===== src/rtl/hopfield_pkg.sv =====
// Shared definitions for the Hopfield network sequencer.
// Optional feature macro: HOPFIELD_SEQ_RELAX_EN (adds the post-training RELAX phase).
package hopfield_pkg;

  localparam int NUM_NEURONS = 7;
  localparam int PATTERN_W   = 4;

  localparam logic OP_TRAIN  = 1'b0;
  localparam logic OP_RECALL = 1'b1;

  typedef enum logic [2:0] {
    S_IDLE   = 3'd0,
    S_TRAIN  = 3'd1,
    S_CUE    = 3'd2,
    S_SETTLE = 3'd3,
    S_WINDOW = 3'd4,
    S_RESULT = 3'd5
`ifdef HOPFIELD_SEQ_RELAX_EN
    , S_RELAX = 3'd6
`endif
  } state_t;

  // Larger of two integers, used to size the shared phase counter.
  function automatic int max_int(input int a, input int b);
    return (a > b) ? a : b;
  endfunction

endpackage


===== src/rtl/hopfield_sequencer_spike_counter_bank.sv =====
// Seven saturating spike counters with synchronous clear/enable and a
// threshold compare. The pattern output is taken from the counts as they
// will be after the current cycle's spikes, so the last window cycle is
// included when the top registers the result at the window's final edge.
module spike_counter_bank
  import hopfield_pkg::*;
#(
  parameter int CNT_W        = 8,
  parameter int SPIKE_THRESH = 2
) (
  input  logic                   clk,
  input  logic                   reset,
  input  logic                   clr,
  input  logic                   en,
  input  logic [NUM_NEURONS-1:0] spikes,
  output logic [NUM_NEURONS-1:0] pattern
);

  localparam logic [CNT_W-1:0] CNT_MAX = {CNT_W{1'b1}};

  logic [CNT_W-1:0] count      [NUM_NEURONS];
  logic [CNT_W-1:0] count_next [NUM_NEURONS];

  // Saturating increment and threshold compare on the would-be counts.
  always_comb begin
    for (int k = 0; k < NUM_NEURONS; k++) begin
      if (en && spikes[k] && (count[k] != CNT_MAX)) begin
        count_next[k] = count[k] + {{(CNT_W-1){1'b0}}, 1'b1};
      end else begin
        count_next[k] = count[k];
      end
      pattern[k] = (32'(count_next[k]) >= $unsigned(SPIKE_THRESH));
    end
  end

  // Counter registers: cleared by reset or clr, otherwise take the next count.
  always_ff @(posedge clk) begin
    for (int k = 0; k < NUM_NEURONS; k++) begin
      if (reset || clr) begin
        count[k] <= {CNT_W{1'b0}};
      end else begin
        count[k] <= count_next[k];
      end
    end
  end

endmodule


===== src/rtl/hopfield_sequencer.sv =====
// Train/recall sequencer for the 7-neuron Hopfield spiking network.
// Optional feature macro: HOPFIELD_SEQ_RELAX_EN (RELAX phase after TRAIN).
// All outputs are registered from the next-state values so they change on
// the same edge as the state they describe.
module hopfield_sequencer
  import hopfield_pkg::*;
#(
  parameter int TRAIN_CYCLES  = 64,
  parameter int CUE_CYCLES    = 4,
  parameter int SETTLE_CYCLES = 32,
  parameter int WINDOW_CYCLES = 64,
  parameter int SPIKE_THRESH  = 2,
  parameter int CNT_W         = 8,
  parameter int RELAX_CYCLES  = 16
) (
  input  logic                   clk,
  input  logic                   reset,
  input  logic                   cmd_valid,
  output logic                   cmd_ready,
  input  logic                   cmd_op,
  input  logic [PATTERN_W-1:0]   cmd_pattern,
  input  logic [NUM_NEURONS-1:0] spikes,
  output logic                   learning_enable,
  output logic [PATTERN_W-1:0]   pattern_input,
  output logic                   result_valid,
  input  logic                   result_ready,
  output logic [NUM_NEURONS-1:0] result_pattern,
  output logic                   busy
);

  // Phase counter is wide enough for every phase length, including RELAX.
  localparam int MAX_PHASE = max_int(max_int(max_int(TRAIN_CYCLES, CUE_CYCLES),
                                             max_int(SETTLE_CYCLES, WINDOW_CYCLES)),
                                     RELAX_CYCLES);
  localparam int PH_W = (MAX_PHASE > 1) ? $clog2(MAX_PHASE) : 1;

  localparam logic [PH_W-1:0] PH_ZERO = {PH_W{1'b0}};
  localparam logic [PH_W-1:0] PH_ONE  = {{(PH_W-1){1'b0}}, 1'b1};

  state_t                 state, state_next;
  logic [PH_W-1:0]        phase, phase_next;
  logic [PATTERN_W-1:0]   pat_latch, pat_next;
  logic                   cnt_clr, cnt_en, load_result;
  logic [NUM_NEURONS-1:0] bank_pattern;

  spike_counter_bank #(
    .CNT_W        (CNT_W),
    .SPIKE_THRESH (SPIKE_THRESH)
  ) u_bank (
    .clk     (clk),
    .reset   (reset),
    .clr     (cnt_clr),
    .en      (cnt_en),
    .spikes  (spikes),
    .pattern (bank_pattern)
  );

  // Next-state, phase counter and counter-bank control.
  always_comb begin
    state_next  = state;
    phase_next  = phase;
    pat_next    = pat_latch;
    cnt_clr     = 1'b0;
    cnt_en      = 1'b0;
    load_result = 1'b0;
    case (state)
      S_IDLE: begin
        if (cmd_valid) begin
          pat_next = cmd_pattern;
          if (cmd_op == OP_RECALL) begin
            state_next = S_CUE;
            phase_next = PH_W'(CUE_CYCLES - 1);
          end else begin
            state_next = S_TRAIN;
            phase_next = PH_W'(TRAIN_CYCLES - 1);
          end
        end else begin
          state_next = S_IDLE;
        end
      end
      S_TRAIN: begin
        if (phase == PH_ZERO) begin
`ifdef HOPFIELD_SEQ_RELAX_EN
          state_next = S_RELAX;
          phase_next = PH_W'(RELAX_CYCLES - 1);
`else
          state_next = S_IDLE;
`endif
        end else begin
          phase_next = phase - PH_ONE;
        end
      end
      S_CUE: begin
        if (phase == PH_ZERO) begin
          state_next = S_SETTLE;
          phase_next = PH_W'(SETTLE_CYCLES - 1);
        end else begin
          phase_next = phase - PH_ONE;
        end
      end
      S_SETTLE: begin
        if (phase == PH_ZERO) begin
          state_next = S_WINDOW;
          phase_next = PH_W'(WINDOW_CYCLES - 1);
          cnt_clr    = 1'b1;
        end else begin
          phase_next = phase - PH_ONE;
        end
      end
      S_WINDOW: begin
        cnt_en = 1'b1;
        if (phase == PH_ZERO) begin
          state_next  = S_RESULT;
          load_result = 1'b1;
        end else begin
          phase_next = phase - PH_ONE;
        end
      end
      S_RESULT: begin
        if (result_ready) begin
          state_next = S_IDLE;
        end else begin
          state_next = S_RESULT;
        end
      end
`ifdef HOPFIELD_SEQ_RELAX_EN
      S_RELAX: begin
        if (phase == PH_ZERO) begin
          state_next = S_IDLE;
        end else begin
          phase_next = phase - PH_ONE;
        end
      end
`endif
      default: begin
        state_next = S_IDLE;
        phase_next = PH_ZERO;
      end
    endcase
  end

  // State, latches and registered outputs derived from the next state.
  always_ff @(posedge clk) begin
    if (reset) begin
      state           <= S_IDLE;
      phase           <= PH_ZERO;
      pat_latch       <= {PATTERN_W{1'b0}};
      cmd_ready       <= 1'b1;
      busy            <= 1'b0;
      learning_enable <= 1'b0;
      pattern_input   <= {PATTERN_W{1'b0}};
      result_valid    <= 1'b0;
      result_pattern  <= {NUM_NEURONS{1'b0}};
    end else begin
      state           <= state_next;
      phase           <= phase_next;
      pat_latch       <= pat_next;
      cmd_ready       <= (state_next == S_IDLE);
      busy            <= (state_next != S_IDLE);
      learning_enable <= (state_next == S_TRAIN) || (state_next == S_CUE);
      pattern_input   <= ((state_next == S_TRAIN) || (state_next == S_CUE)) ?
                         pat_next : {PATTERN_W{1'b0}};
      result_valid    <= (state_next == S_RESULT);
      if (load_result) begin
        result_pattern <= bank_pattern;
      end else begin
        result_pattern <= result_pattern;
      end
    end
  end

endmodule


===== config.mk =====
export PLATFORM = sky130hd
export DESIGN_NAME = hopfield_sequencer
export DESIGN_NICKNAME = d
export VERILOG_FILES = /design/src/rtl/hopfield_pkg.sv /design/src/rtl/hopfield_sequencer_spike_counter_bank.sv /design/src/rtl/hopfield_sequencer.sv
export SDC_FILE = /design/constraint.sdc
export NUM_CORES = 1
export LEC_CHECK = 0
export BUFFER_PORTS_ARGS = -buffer_cell sky130_fd_sc_hd__buf_4
export CAP_MARGIN = 0
export CORE_UTILIZATION = 55
export CTS_CLUSTER_SIZE = 10
export DETAILED_ROUTE_END_ITERATION = 10
export GPL_ROUTABILITY_DRIVEN = 1
export PLACE_DENSITY = 0.86
export SETUP_SLACK_MARGIN = 0.2
export SLEW_MARGIN = 20
export SYNTH_ARGS = -nofsm -noshare
export SYNTH_HDL_FRONTEND = slang
export SYNTH_SLANG_ARGS = --single-unit

===== constraint.sdc =====
create_clock -name clk -period 2.02 [get_ports clk]
set_clock_uncertainty 0.15 [all_clocks]
set_input_delay 0.202 -clock clk [delete_from_list [all_inputs] [get_ports clk]]
set_output_delay 0.202 -clock clk [all_outputs]
set_load 0.1 [all_outputs]

==> results.txt <==
Max-cap viol count = 0
Crit-path max FO = 5
Initial cell density of the core = 0.568
Crit path launch type = flip-flop
Die height = 93.9 um
Dpl hpwl = 8010 um
Commonest non-fill, non-tap cells in the layout = buf_4 (94), dfxtp_1 (70), nor2_1 (48)
I/O pin total = 31
TritonCTS buffer count = 9
Largest net degree at the start of global routing = 22
Initial antenna violation count = 1
Count of pins over their slew limit = 0
Vias = 5617
Setup violators final = 59
Period utilisation layout = 1.24
Layout cells sized above 1 = 0.472
Post-Layout Cell Count = 786
Final min period = 2500 ps
Worst min path class = in2reg
CTS Buffer Depth = 2
Commonest non-fill, non-tap cell in the layout = buf_4
Seq cells post-synth = 84
Number of global-route vias before repair = 4937
Status = finished with violations
RR Endpoint = result_pattern[0]
Post-Place Cells = 712
Setup TNS Final = -4590 ps
Fmax = 400 MHz
RSZ-0062 raised after global routing = true
TritonCTS clock tree = yes
Pwr per Cell Area = 641 nW/um^2
Synthesized area per cell = 8.31 sq um
First-pass GRT wire length = 24500 um
Fill cells = 302
Clk sinks = 84
Crit path depth = 7
Worst r2r path cells = 7
Crit-path cells = ha_1 > buf_4 > and3b_1 > o21ai_0 > nor2_1 > o2111a_1 > a211oi_2
Die width = 93.9 um
Layout Nets = 701
DR vias/cell = 7.15
Slew @ Worst Pin = 762 ps
Setup crit start = u_bank.count[0][1]
Kind of critical path = reg2reg
Failing checks = hold timing, setup timing
Seq/Total Area, Yosys = 0.362
Sequential cell area = 1710 sq um
Global-route usage over all layers = 0.362
Post-Synthesis Cells = 559
WP buf/inv = 1
Predominant post-synthesis flop cell = dfxtp_1
Final worst slack = -483 ps
Max incr delay on CP = 610 ps
Total grt overflow = 0
Area of the multi-input gates = 3780 sq um
Initial DRC count = 534
H-tree levels = 3
Area delta synth->final = 58.1%
Worst r2r src = u_bank.count[0][1]
Yosys warning count = 0
Async set or reset register ratio after synthesis = 0
Detailed Route WL = 20700 um
# DRC = 0
1st-pass router iterations = 8
Routed len/inst = 26.3 um
Final-report hold violation count = 1
Leakage = 2.66 nW
Rel. slew slack = 0.486
Number of synthesized flops with an enable pin = 0
Arrival time worst endpoint = 2660 ps
Hold slack final = -2.55 ps
Clock Latency Late Sink = 390 ps
Worst Setup EP = result_pattern[0]
CP max stage cell = o21ai_0
Synthesized area = 4640 sq um
CP required = 2180 ps
GPL Wtd Cong = 0.926
VDD IR-drop max = 876 uV
Crit path capture type = flip-flop
Placeable Area = 8180 sq um
Net count after synthesis = 584
Root Buffer = clkbuf_8
I/O Buffers = 30
Synth cell types = 65
Die ar. = 8820 sq um
CP top delay family = compound AO/OA/AOI/OAI gates
Worst reg2reg setup slack = -480 ps
Final ANT Viol Nets = 0
Clock slew at reported path FFs = 100 ps
Cell Rows = 33
## metal layers
layer  vias to the layer above  wire length, um  global-route usage
li1                       2284                -                   -
met1                      2600             7020               0.395
met2                       521             9350               0.647
met3                       212             2280              0.0841
met4                         0             2010               0.187
met5                         -                0                   0
## logic make-up (layout without fill, tap and decap cells)
family / count (synthesis) / after routing / synth area share
other: 0 / 1 / 0
and+or+nand+nor: 237 / 237 / 0.272
DFF: 84 / 84 / 0.362
muxes: 24 / 24 / 0.0520
xor gates and xnor gates: 38 / 38 / 0.0717
AOI/OAI and AO/OA: 122 / 122 / 0.176
adders and majority gates: 9 / 9 / 0.0242
buffers and inverters: 45 / 166 / 0.0415
## report_power, final
| part | switching [mW] | leakage, nW | internal [mW] |
|---|---|---|---|
| clock | 0.688 | 0.105 | 0.632 |
| sequential | 0.0570 | 0.687 | 1.72 |
| combinational | 0.900 | 1.86 | 0.712 |
## synthesized netlist by cell type, types with 6 or more instances
master | n | area [sq um]
dfxtp_1 | 84 | 1680
a211oi_1 | 15 | 113
ha_1 | 9 | 113
nand4_1 | 12 | 75.1
nor2_1 | 82 | 308
nand2b_1 | 6 | 37.5
or3_1 | 8 | 50.1
xor2_1 | 16 | 140
inv_1 | 11 | 41.3
buf_2 | 13 | 65.1
nor3_1 | 17 | 85.1
clkbuf_1 | 18 | 67.6
mux2i_1 | 23 | 230
a21oi_1 | 27 | 135
and3_1 | 10 | 62.6
xnor2_1 | 22 | 193
nand3_1 | 28 | 140
a31oi_1 | 15 | 93.8
nand2_1 | 29 | 109
and4_1 | 11 | 96.3
o21ai_0 | 18 | 90.1
## tightest hold or removal path, stage by stage
cell and delay (ps):
buf_4 100, mux2i_4 80, nor2_1 110
## worst min-delay path by stage
| stage | startpoint | endpoint | slack [ps] | cells past startpoint |
|---|---|---|---|---|
| after global placement | cmd_pattern[3] | pat_latch[3] | 330 | 3 |
| after floorplan | cmd_pattern[1] | pat_latch[1] | 220 | 2 |
| final | cmd_pattern[2] | pat_latch[2] | -3 | 3 |
| after global routing | cmd_pattern[2] | pat_latch[2] | 5 | 3 |
| after CTS | cmd_pattern[2] | pat_latch[2] | 4 | 3 |
| after detailed placement | cmd_pattern[3] | pat_latch[3] | 330 | 3 |
## sequential cells by signal, summed over array words and instances, names as in the netlist
name / cells
cmd_ready: 1
result_pattern: 7
u_bank.count: 56
phase: 6
state: 3
pat_latch: 4
busy: 1
learning_enable: 1
pattern_input: 4
result_valid: 1
## metrics by stage
step	total power [mW]	cell area (sq um)	util	setup slack, ps
floorplan	2.34	4750	-	37.3
global placement	2.57	5360	0.655	-0.363
global route	4.80	7340	0.898	-480
finish	4.71	7340	0.898	-483
CTS	4.24	6570	0.803	-18.2
detailed placement	2.59	5360	0.655	-60.1
## cell type report
class	count	share of cell area
Multi-Input combinational cell	430	0.515
Sequential cell	84	0.232
Timing Repair Buffer	138	0.200
Clock buffer	11	0.0206
Tap cell	105	0.0179
Inverter	13	0.00682
Clock inverter	4	0.00665
Antenna cell	1	0.000341
## timing repair
item | in CTS | in global routing
cloned | 9 | 1
gates resized for setup | 115 | 139
setup buffers | 31 | 15
setup endpoints to repair | 81 | 82
hold endpoints to repair | 2 | 0
pin swaps | 47 | 58
hold buffers | 2 | 0
No activity file was read; power rests on OpenSTA's default activity.
